### src/rtl/cpu_defs.sv
// -----------------------------------------------------------------------------
// cpu_defs
//   Definitions shared by the pipeline stages.
//   - RESET_PC / NOP_INST : default PC after reset and the bubble instruction
//   - if_state_t          : IF stage FSM encoding (IF_FETCH, IF_HOLD)
//   - STALL_PC / STALL_IF : bit positions in the 6-bit stall vector
//   - word_align()        : clears the byte offset of an address
// -----------------------------------------------------------------------------
package cpu_defs;

    localparam logic [31:0] RESET_PC = 32'h0000_0000;
    localparam logic [31:0] NOP_INST = 32'h0000_0000;

    localparam int STALL_W  = 6;
    localparam int STALL_PC = 0;
    localparam int STALL_IF = 1;

    typedef enum logic {
        IF_FETCH = 1'b0,
        IF_HOLD  = 1'b1
    } if_state_t;

    function automatic logic [31:0] word_align(input logic [31:0] addr);
        return {addr[31:2], 2'b00};
    endfunction

endpackage

### src/rtl/if_byte_asm.sv
// -----------------------------------------------------------------------------
// if_byte_asm
//   Collects the four bytes of one instruction word. Tracks which byte of the
//   word is being fetched and presents the assembled word combinationally, so
//   the word is complete in the same cycle the last byte is accepted.
//
//   Ports
//     clk       in   1   clock
//     rst       in   1   synchronous reset, active-high
//     clear     in   1   restart at byte 0 (redirect), wins over accept
//     accept    in   1   rdata is a wanted byte; store it and advance
//     rdata     in   8   byte returned by memory
//     byte_idx  out  2   index of the byte currently being fetched
//     word      out  32  assembled word (byte 3 taken straight from rdata)
// -----------------------------------------------------------------------------
module if_byte_asm #(
    parameter bit LITTLE_ENDIAN = 1'b1
) (
    input  logic        clk,
    input  logic        rst,
    input  logic        clear,
    input  logic        accept,
    input  logic [7:0]  rdata,
    output logic [1:0]  byte_idx,
    output logic [31:0] word
);

    logic [7:0] byte0;
    logic [7:0] byte1;
    logic [7:0] byte2;

    // Index wraps 3 -> 0 on its own when the last byte is accepted.
    // NOTE: sequential state uses non-blocking (<=) so every flop samples pre-edge values.
    always_ff @(posedge clk) begin
        if (rst) begin
            byte_idx <= 2'd0;
        end else if (clear) begin
            byte_idx <= 2'd0;
        end else if (accept) begin
            byte_idx <= byte_idx + 2'd1;
        end
    end

    // NOTE: byte buffers carry no reset; each is written before the word that reads it completes.
    always_ff @(posedge clk) begin
        if (accept) begin
            case (byte_idx)
                2'd0:    byte0 <= rdata;
                2'd1:    byte1 <= rdata;
                2'd2:    byte2 <= rdata;
                default: ;
            endcase
        end
    end

    // Byte fetched from pc+0 goes to the low lane in little-endian mode and to
    // the high lane otherwise.
    assign word = LITTLE_ENDIAN ? {rdata, byte2, byte1, byte0}
                                : {byte0, byte1, byte2, rdata};

endmodule

### src/rtl/if_fetch.sv
// -----------------------------------------------------------------------------
// if_fetch
//   Instruction-fetch stage. Owns the PC and fetches each 32-bit instruction as
//   four byte reads over a req/ack port, then presents it to the IF/ID register
//   and waits in HOLD until the pipeline can take it. Branch redirects from ID
//   never abandon a byte transaction in flight: they are remembered and take
//   effect on the next ack (FETCH) or on the HOLD release.
//
//   Ports
//     clk              in   1   clock
//     rst              in   1   synchronous reset, active-high
//     stall            in   6   stall vector; stall[STALL_PC] holds in HOLD
//     branch_flag_i    in   1   taken branch/jump resolved in ID
//     branch_target_i  in   32  redirect target (bits [1:0] ignored)
//     mem_req_o        out  1   byte read request, held until ack
//     mem_addr_o       out  32  byte address
//     mem_ack_i        in   1   request accepted, rdata valid this cycle
//     mem_rdata_i      in   8   read byte
//     if_pc            out  32  PC of presented instruction
//     if_inst          out  32  presented instruction
//     stallreq_if      out  1   fetch in progress
// -----------------------------------------------------------------------------
module if_fetch #(
    parameter logic [31:0] RESET_PC      = cpu_defs::RESET_PC,
    parameter logic [31:0] NOP_INST      = cpu_defs::NOP_INST,
    parameter bit          LITTLE_ENDIAN = 1'b1
) (
    input  logic        clk,
    input  logic        rst,
    input  logic [5:0]  stall,
    input  logic        branch_flag_i,
    input  logic [31:0] branch_target_i,
    output logic        mem_req_o,
    output logic [31:0] mem_addr_o,
    input  logic        mem_ack_i,
    input  logic [7:0]  mem_rdata_i,
    output logic [31:0] if_pc,
    output logic [31:0] if_inst,
    output logic        stallreq_if
);

    import cpu_defs::*;

    if_state_t   state;
    if_state_t   state_next;

    logic        started;        // low for the cycle after reset: no request yet
    logic [31:0] pc;
    logic        redirect_pend;
    logic [31:0] redirect_tgt;
    logic [31:0] branch_tgt;

    logic [1:0]  byte_idx;
    logic [31:0] asm_word;

    logic        fetch_ack;
    logic        redirect_req;
    logic        word_done;
    logic        hold_release;

    // Only stall[STALL_PC] and the word-aligned target bits matter here.
    logic        unused_inputs;
    assign unused_inputs = ^{stall[STALL_W-1:1], branch_target_i[1:0]};

    assign branch_tgt   = word_align(branch_target_i);
    assign fetch_ack    = mem_req_o && mem_ack_i;
    assign redirect_req = branch_flag_i || redirect_pend;
    // A redirect arriving with the 4th ack drops the word (wrong path).
    assign word_done    = fetch_ack && !redirect_req && (byte_idx == 2'd3);
    assign hold_release = (state == IF_HOLD) && !stall[STALL_PC];

    if_byte_asm #(
        .LITTLE_ENDIAN (LITTLE_ENDIAN)
    ) u_byte_asm (
        .clk      (clk),
        .rst      (rst),
        .clear    (fetch_ack && redirect_req),
        .accept   (fetch_ack && !redirect_req),
        .rdata    (mem_rdata_i),
        .byte_idx (byte_idx),
        .word     (asm_word)
    );

    // ---------------------------------------------------------------- FSM
    always_ff @(posedge clk) begin
        if (rst) begin
            state <= IF_FETCH;
        end else begin
            state <= state_next;
        end
    end

    always_comb begin
        // NOTE: default assignment first so no path leaves state_next unassigned (no latch).
        state_next = state;
        case (state)
            IF_FETCH: if (word_done)    state_next = IF_HOLD;
            IF_HOLD:  if (hold_release) state_next = IF_FETCH;
            default:                    state_next = IF_FETCH;
        endcase
    end

    always_comb begin
        mem_req_o   = (state == IF_FETCH) && started;
        stallreq_if = (state == IF_FETCH);
        mem_addr_o  = word_align(pc) + {30'd0, byte_idx};
    end

    // ------------------------------------------------------ PC / redirect
    always_ff @(posedge clk) begin
        if (rst) begin
            started       <= 1'b0;
            pc            <= RESET_PC;
            redirect_pend <= 1'b0;
            redirect_tgt  <= RESET_PC;
        end else begin
            started <= 1'b1;
            case (state)
                IF_FETCH: begin
                    if (fetch_ack && redirect_req) begin
                        // The accepted byte is discarded; a same-cycle branch
                        // is newer than any pending target.
                        pc            <= branch_flag_i ? branch_tgt : redirect_tgt;
                        redirect_pend <= 1'b0;
                    end else if (branch_flag_i) begin
                        redirect_tgt  <= branch_tgt;
                        redirect_pend <= 1'b1;
                    end
                end
                IF_HOLD: begin
                    if (!stall[STALL_PC]) begin
                        if (branch_flag_i) begin
                            pc <= branch_tgt;
                        end else if (redirect_pend) begin
                            pc <= redirect_tgt;
                        end else begin
                            pc <= pc + 32'd4;
                        end
                        redirect_pend <= 1'b0;
                    end else if (branch_flag_i) begin
                        redirect_tgt  <= branch_tgt;
                        redirect_pend <= 1'b1;
                    end
                end
                default: ;
            endcase
        end
    end

    // ------------------------------------------------- IF/ID presentation
    always_ff @(posedge clk) begin
        if (rst) begin
            if_pc   <= 32'h0000_0000;
            if_inst <= NOP_INST;
        end else if (word_done) begin
            if_pc   <= pc;
            if_inst <= asm_word;
        end
    end

endmodule

### config.mk
export PLATFORM = sky130hd
export DESIGN_NAME = if_fetch
export DESIGN_NICKNAME = d
export VERILOG_FILES = /design/src/rtl/cpu_defs.sv /design/src/rtl/if_byte_asm.sv /design/src/rtl/if_fetch.sv
export SDC_FILE = /design/constraint.sdc
export NUM_CORES = 1
export LEC_CHECK = 0
export BUFFER_PORTS_ARGS = -buffer_cell sky130_fd_sc_hd__buf_2
export CAP_MARGIN = 20
export CORE_MARGIN = 2
export CORE_UTILIZATION = 60
export CTS_BUF_LIST = sky130_fd_sc_hd__clkbuf_8
export CTS_CLUSTER_DIAMETER = 30
export DETAILED_ROUTE_END_ITERATION = 12
export GPL_TIMING_DRIVEN = 0
export MAX_ROUTING_LAYER = met4
export PLACE_DENSITY = 0.89
export SLEW_MARGIN = 10
export SYNTH_ARGS = -nofsm -noshare
export SYNTH_HDL_FRONTEND = slang
export SYNTH_SLANG_ARGS = --single-unit
### constraint.sdc
create_clock -name clk -period 4.6 [get_ports clk]
set_input_delay 0.46 -clock clk [delete_from_list [all_inputs] [get_ports clk]]
set_output_delay 0.46 -clock clk [all_outputs]
set_load 0.005 [all_outputs]
Word-level counts from Yosys, hierarchy flattened
Cells that the tools add are included.
{"block": "op_classes", "n_eq_ne": 7, "reduce_logical": 16, "add_sub_neg": 3, "n_mux": 17, "bitwise": 1}
{"operator": "two-way mux 32 bit", "n": 7}
{"operator": "case mux 32 bit (2 select lines)", "n": 2}
{"operator": "adder 32 x 2 -> 32 bit", "n": 1}
{"operator": "adder 32 x 3 -> 32 bit, second input constant", "n": 1}
{"operator": "AND reduction 2 bit", "n": 5}
{"operator": "logical AND 1 bit", "n": 6}
{"operator": "two-way mux 1 bit", "n": 6}
{"operator": "inequality test 2 bit, second input constant", "n": 3}
{"operator": "equality test 2 bit, second input constant", "n": 2}
{"operator": "case mux 1 bit (2 select lines)", "n": 2}
{"operator": "adder 2 x 1 -> 2 bit, second input constant", "n": 1}
{"operator": "equality test 2 x 1 -> 1 bit, second input constant", "n": 1}
{"operator": "logical NOT 1 bit", "n": 2}
{"operator": "logical NOT 2 bit", "n": 1}
{"operator": "inequality test 2 x 1 -> 1 bit, second input constant", "n": 1}
{"operator": "OR reduction 2 bit", "n": 1}
{"operator": "logical OR 1 bit", "n": 1}
{"operator": "NOT 1 bit", "n": 1}
{"block": "totals", "input_bits": 50, "output_inout_bits": 98, "regBits": 157}

Logic depth before layout (Yosys ltp)
{"block": "logic_depth", "depth_word": 7, "depth_mapped": 7}

Cells and area by module
From an unflattened synthesis, not the netlist that was laid out.
{"block": "hier_totals", "hier_cells": 879, "hier_area_um2": 7206.9}
{"mod": "if_fetch", "cells_per_inst": 833, "area_per_inst_um2": 6279.8, "instances": 1, "seq_area_each_um2": 2622.5}
{"mod": "if_byte_asm", "cells_per_inst": 46, "area_per_inst_um2": 927.1, "instances": 1, "seq_area_each_um2": 760.7}

Worst setup path before layout
No wires, ideal clock.
{"block": "synth_path", "path_kind": "input -> register", "from": "input rst", "to": "register pc[31]", "setup_ns": 0.131, "path_stages": 4, "t_required_ns": 4.469, "path_slack_ns": 2.819, "arrival_ns": 1.650, "path_cell_list": "clkdlybuf4s50_2 -> clkbuf_1 -> clkbuf_1 -> o22ai_1"}
{"element": "from (decl)", "line_no": "if_fetch.sv:29", "source": "input logic rst,"}
{"element": "to (signal assigned)", "line_no": "if_fetch.sv:123", "source": "pc <= branch_flag_i ? branch_tgt : redirect_tgt;"}
{"element": "to (signal assigned)", "line_no": "if_fetch.sv:133", "source": "pc <= branch_tgt;"}
{"element": "to (signal assigned)", "line_no": "if_fetch.sv:135", "source": "pc <= redirect_tgt;"}
{"element": "to (decl)", "line_no": "if_fetch.sv:48", "source": "logic [31:0] pc;"}
No word-level cell between the ends.

Final worst setup path
{"block": "layout_path", "from": "register state", "to": "register pc[24]"}
{"block": "layout_via", "elab_chain_len": 6}
{"element": "from (decl)", "line_no": "if_fetch.sv:44", "source": "if_state_t state;"}
{"element": "from (signal assigned)", "line_no": "if_fetch.sv:89", "source": "state <= state_next;"}
{"element": "NOT 1 bit"}
{"element": "logical AND 1 bit", "line_no": "if_fetch.sv:104", "source": "mem_req_o = (state == IF_FETCH) && started;"}
{"element": "logical AND 1 bit", "line_no": "if_fetch.sv:66", "source": "assign fetch_ack = mem_req_o && mem_ack_i;"}
{"element": "logical AND 1 bit", "line_no": "if_fetch.sv:120", "source": "if (fetch_ack && redirect_req) begin"}
{"element": "inequality test 2 x 1 -> 1 bit (no line)"}
{"element": "AND reduction 2 bit (no line)"}
Parallel ways exist; a longest one is shown, timed or not.
A chain may end at the register's enable or synchronous reset.

==> results.yml <==
setup_path:
  slowest_stage: "dfxtp_1"
  rrSetupSlack_ns: 2.33
  cp_max_fo: 10
  critPathKind: "flop to flop"
  critical_path.most_common_cell: "buf_2"
  critical_path_arrival_ns: 2.63
  critPathCaptureType: "flop"
  critPathLaunchType: "flop"
  path_cells: "buf_2, and2b_1, buf_2, nor2_1, o211ai_1, o21ai_0, nor4_1"
  required_ns: 4.96
  r2r_end: "pc[24]"
  max_stage_delay_ns: 0.45
  r2r.worst_path.cells: 7
  r2r-start: "state"
place:
  dp_hpwl_um: 14600
  place_ws_ns: 2.24
  dp_cells: 1132
  gp_congestion: 0.988
  io_buffer_count: 139
synth:
  synth-edff-count: 24
  ys_ff_latch: 157
  syn_area_um2: 7010
  synthArstFlopShare: 0
  synth-main-ff-cell: "dfxtp_1"
  yosys.area.top_type: "dfxtp_1"
  synth_cell_types: 68
  synth_fp_nets: 905
  yosysSeqAreaShare: 0.483
  avgSynthCellArea_um2: 8.24
  synthesis.instances: 850
  yosysTopAreaCellShare: 0.380
  yosysWarnings: 0
  synthTopCellsByArea: "dfxtp_1, nand2_1, edfxtp_1, a21oi_1, buf_4"
route:
  antenna_left: 0
  drc: 0
  first_pass_iters: 8
  wl_um: 21000
  vias: 6892
  wl_per_cell_um: 18.0
  routed_via_density: 5.92
  first_iter_violations: 818
global_routing:
  antenna_found_initial: 1
  grt_pass1_vias: 6359
  gr-total-overflow: 0
  grt_usage: 0.342
  grt_first_pass_wirelength_um: 32800
  grt_start_max_net_pins: 17
hold_path:
  holdPathStages: 3
  hp-start: "branch_target_i[30]"
  min_path_type: "input pin to flop"
  whs_endpoint: "redirect_tgt[30]"
floorplanning:
  die_area_um2: 12600
  core_area_um2: 11400
  start_util: 0.614
  pin_count: 148
  rows: 39
  die_h_um: 112
  fp.dieW_um: 112
cells_and_area:
  final_common_cell: "nand2_1"
  drive_gt1_frac: 0.229
  final_cell_mix: "nand2_1, buf_2, dfxtp_1"
  final_cells: 1165
  syn_to_final_growth_pct: 18.9
  nets: 1063
  n_fill_cell: 896
sta:
  fmax_ghz: 0.440
  finalCritPeriodShare: 0.494
  fin_ws_ns: 2.33
  hold_viol_final: 0
  finalMaxSlewViolations: 0
  grt_setup_unrepaired: "no"
  period_needed_ns: 2.27
  setup-tns-final_ns: 0
  clock_skew_ns: 0.00898
  hold-worst-slack_ns: 0.223
  setup_viol: 0
  relSlewSlack: 0.525
  tightest_slew_ns: 0.712
clock_tree:
  cts_buffers: 17
  hold_buffers: 0
  cts_tree: "built"
  htreeDepth: 4
  cts-root-buf: "clkbuf_8"
  clock_latency_ns: 0.47
  ctsResizeCount: 0
  cts_setup_buffers: 0
  path_clk_slew_ns: 0.09
  cts_sinks: 157
  cts_max_path_buffers: 2
outcome:
  status: "completed"
power:
  p_leak_uw: 0.00340
  ir_drop_mv: 0.276
  power_density_nw_per_um2: 343
  power_uw: 2860
flow_run:
  drv_cap: 0
-- worst max path at each step --
stage,slack (ns),cells past startpoint,to,from
after floorplan,2.82,4,pc[31],rst
after detailed placement,2.24,4,pc[31],rst
after global routing,2.22,6,pc[30],pc[2]
final,2.33,7,pc[24],state
after CTS,2.42,6,pc[30],pc[2]
after global placement,2.23,4,pc[31],rst
-- cells by family (layout without fill, tap and decap cells) --
kind of cell	after synthesis	after routing	synth area share
and+or+nand+nor	351	351	0.225
AOI/OAI and AO/OA	218	218	0.184
DFF	157	157	0.483
buffers and inverters	104	275	0.0797
xor gates and xnor gates	12	12	0.0150
adders and majority gates	5	5	0.00893
muxes	3	3	0.00429
other	0	1	0
-- per-layer routing --
metal,track usage,share of wire,up-vias
met4,0.170,0.044,0
met2,0.541,0.46,425
li1,-,-,3215
met3,0.0659,0.098,85
met5,-,0,-
met1,0.423,0.39,3167
-- sequential cells by signal (all words and copies together), names as in the netlist --
register             flops
redirect_tgt            32
if_pc                   32
started                  1
u_byte_asm.byte1         8
state                    1
u_byte_asm.byte2         8
u_byte_asm.byte_idx      2
if_inst                 32
pc                      32
u_byte_asm.byte0         8
redirect_pend            1
-- through the flow --
stage          utilization  cell area, um2
2_1_floorplan            -            7010
6_report             0.729            8330
3_5_place_dp         0.690            7880
3_3_place_gp         0.690            7880
5_1_grt              0.729            8330
4_1_cts              0.729            8330
-- critical path, delay by kind of cell (launching register included) --
kind                   cells  cell delay, ns
DFF                        1            0.45
buffers and inverters      2            0.66
and+or+nand+nor            3            0.64
AOI/OAI and AO/OA          2            0.40
-- where the power goes --
group          total, uW  internal, uW  switching [uW]
Clock               1160           601             557
Sequential          1460          1420            38.3
Combinational        238          93.2             145
-- layout make-up --
| cell class | instances | area, um2 | share of cell area |
|---|---|---|---|
| flip-flops and latches | 157 | 3380 | 0.406 |
| multi-input cells | 589 | 3060 | 0.368 |
| repair buffers | 139 | 696 | 0.0835 |
| plain buffers | 88 | 498 | 0.0598 |
| clock buffers | 17 | 234 | 0.0281 |
| clock inverters | 15 | 213 | 0.0255 |
| well taps | 143 | 179 | 0.0215 |
| inverters | 16 | 60.1 | 0.00721 |
| diodes | 1 | 2.50 | 0.000300 |
-- synthesized netlist by cell type, types with 2 or more instances --
master / count
a211o_1: 2
a211oi_1: 8
a21oi_1: 121
a311oi_1: 3
a31oi_1: 9
a32oi_1: 2
and2_1: 6
and3_1: 13
and4_1: 3
buf_1: 3
buf_2: 16
buf_4: 31
clkbuf_1: 34
clkbuf_8: 2
dfxtp_1: 133
edfxtp_1: 24
ha_1: 5
inv_1: 16
mux2i_1: 3
nand2_1: 238
nand2b_1: 3
nand3_1: 25
nand4_1: 6
nand4_4: 2
nor2_1: 29
nor2b_1: 2
nor3_1: 5
nor4_1: 5
o211ai_1: 6
o21a_1: 2
o21ai_0: 36
o22ai_1: 3
o311a_1: 5
o31a_1: 3
o31ai_1: 2
o32ai_1: 2
xnor2_1: 5
xor2_1: 7
Note: power is estimated with default switching activity, not from simulation.
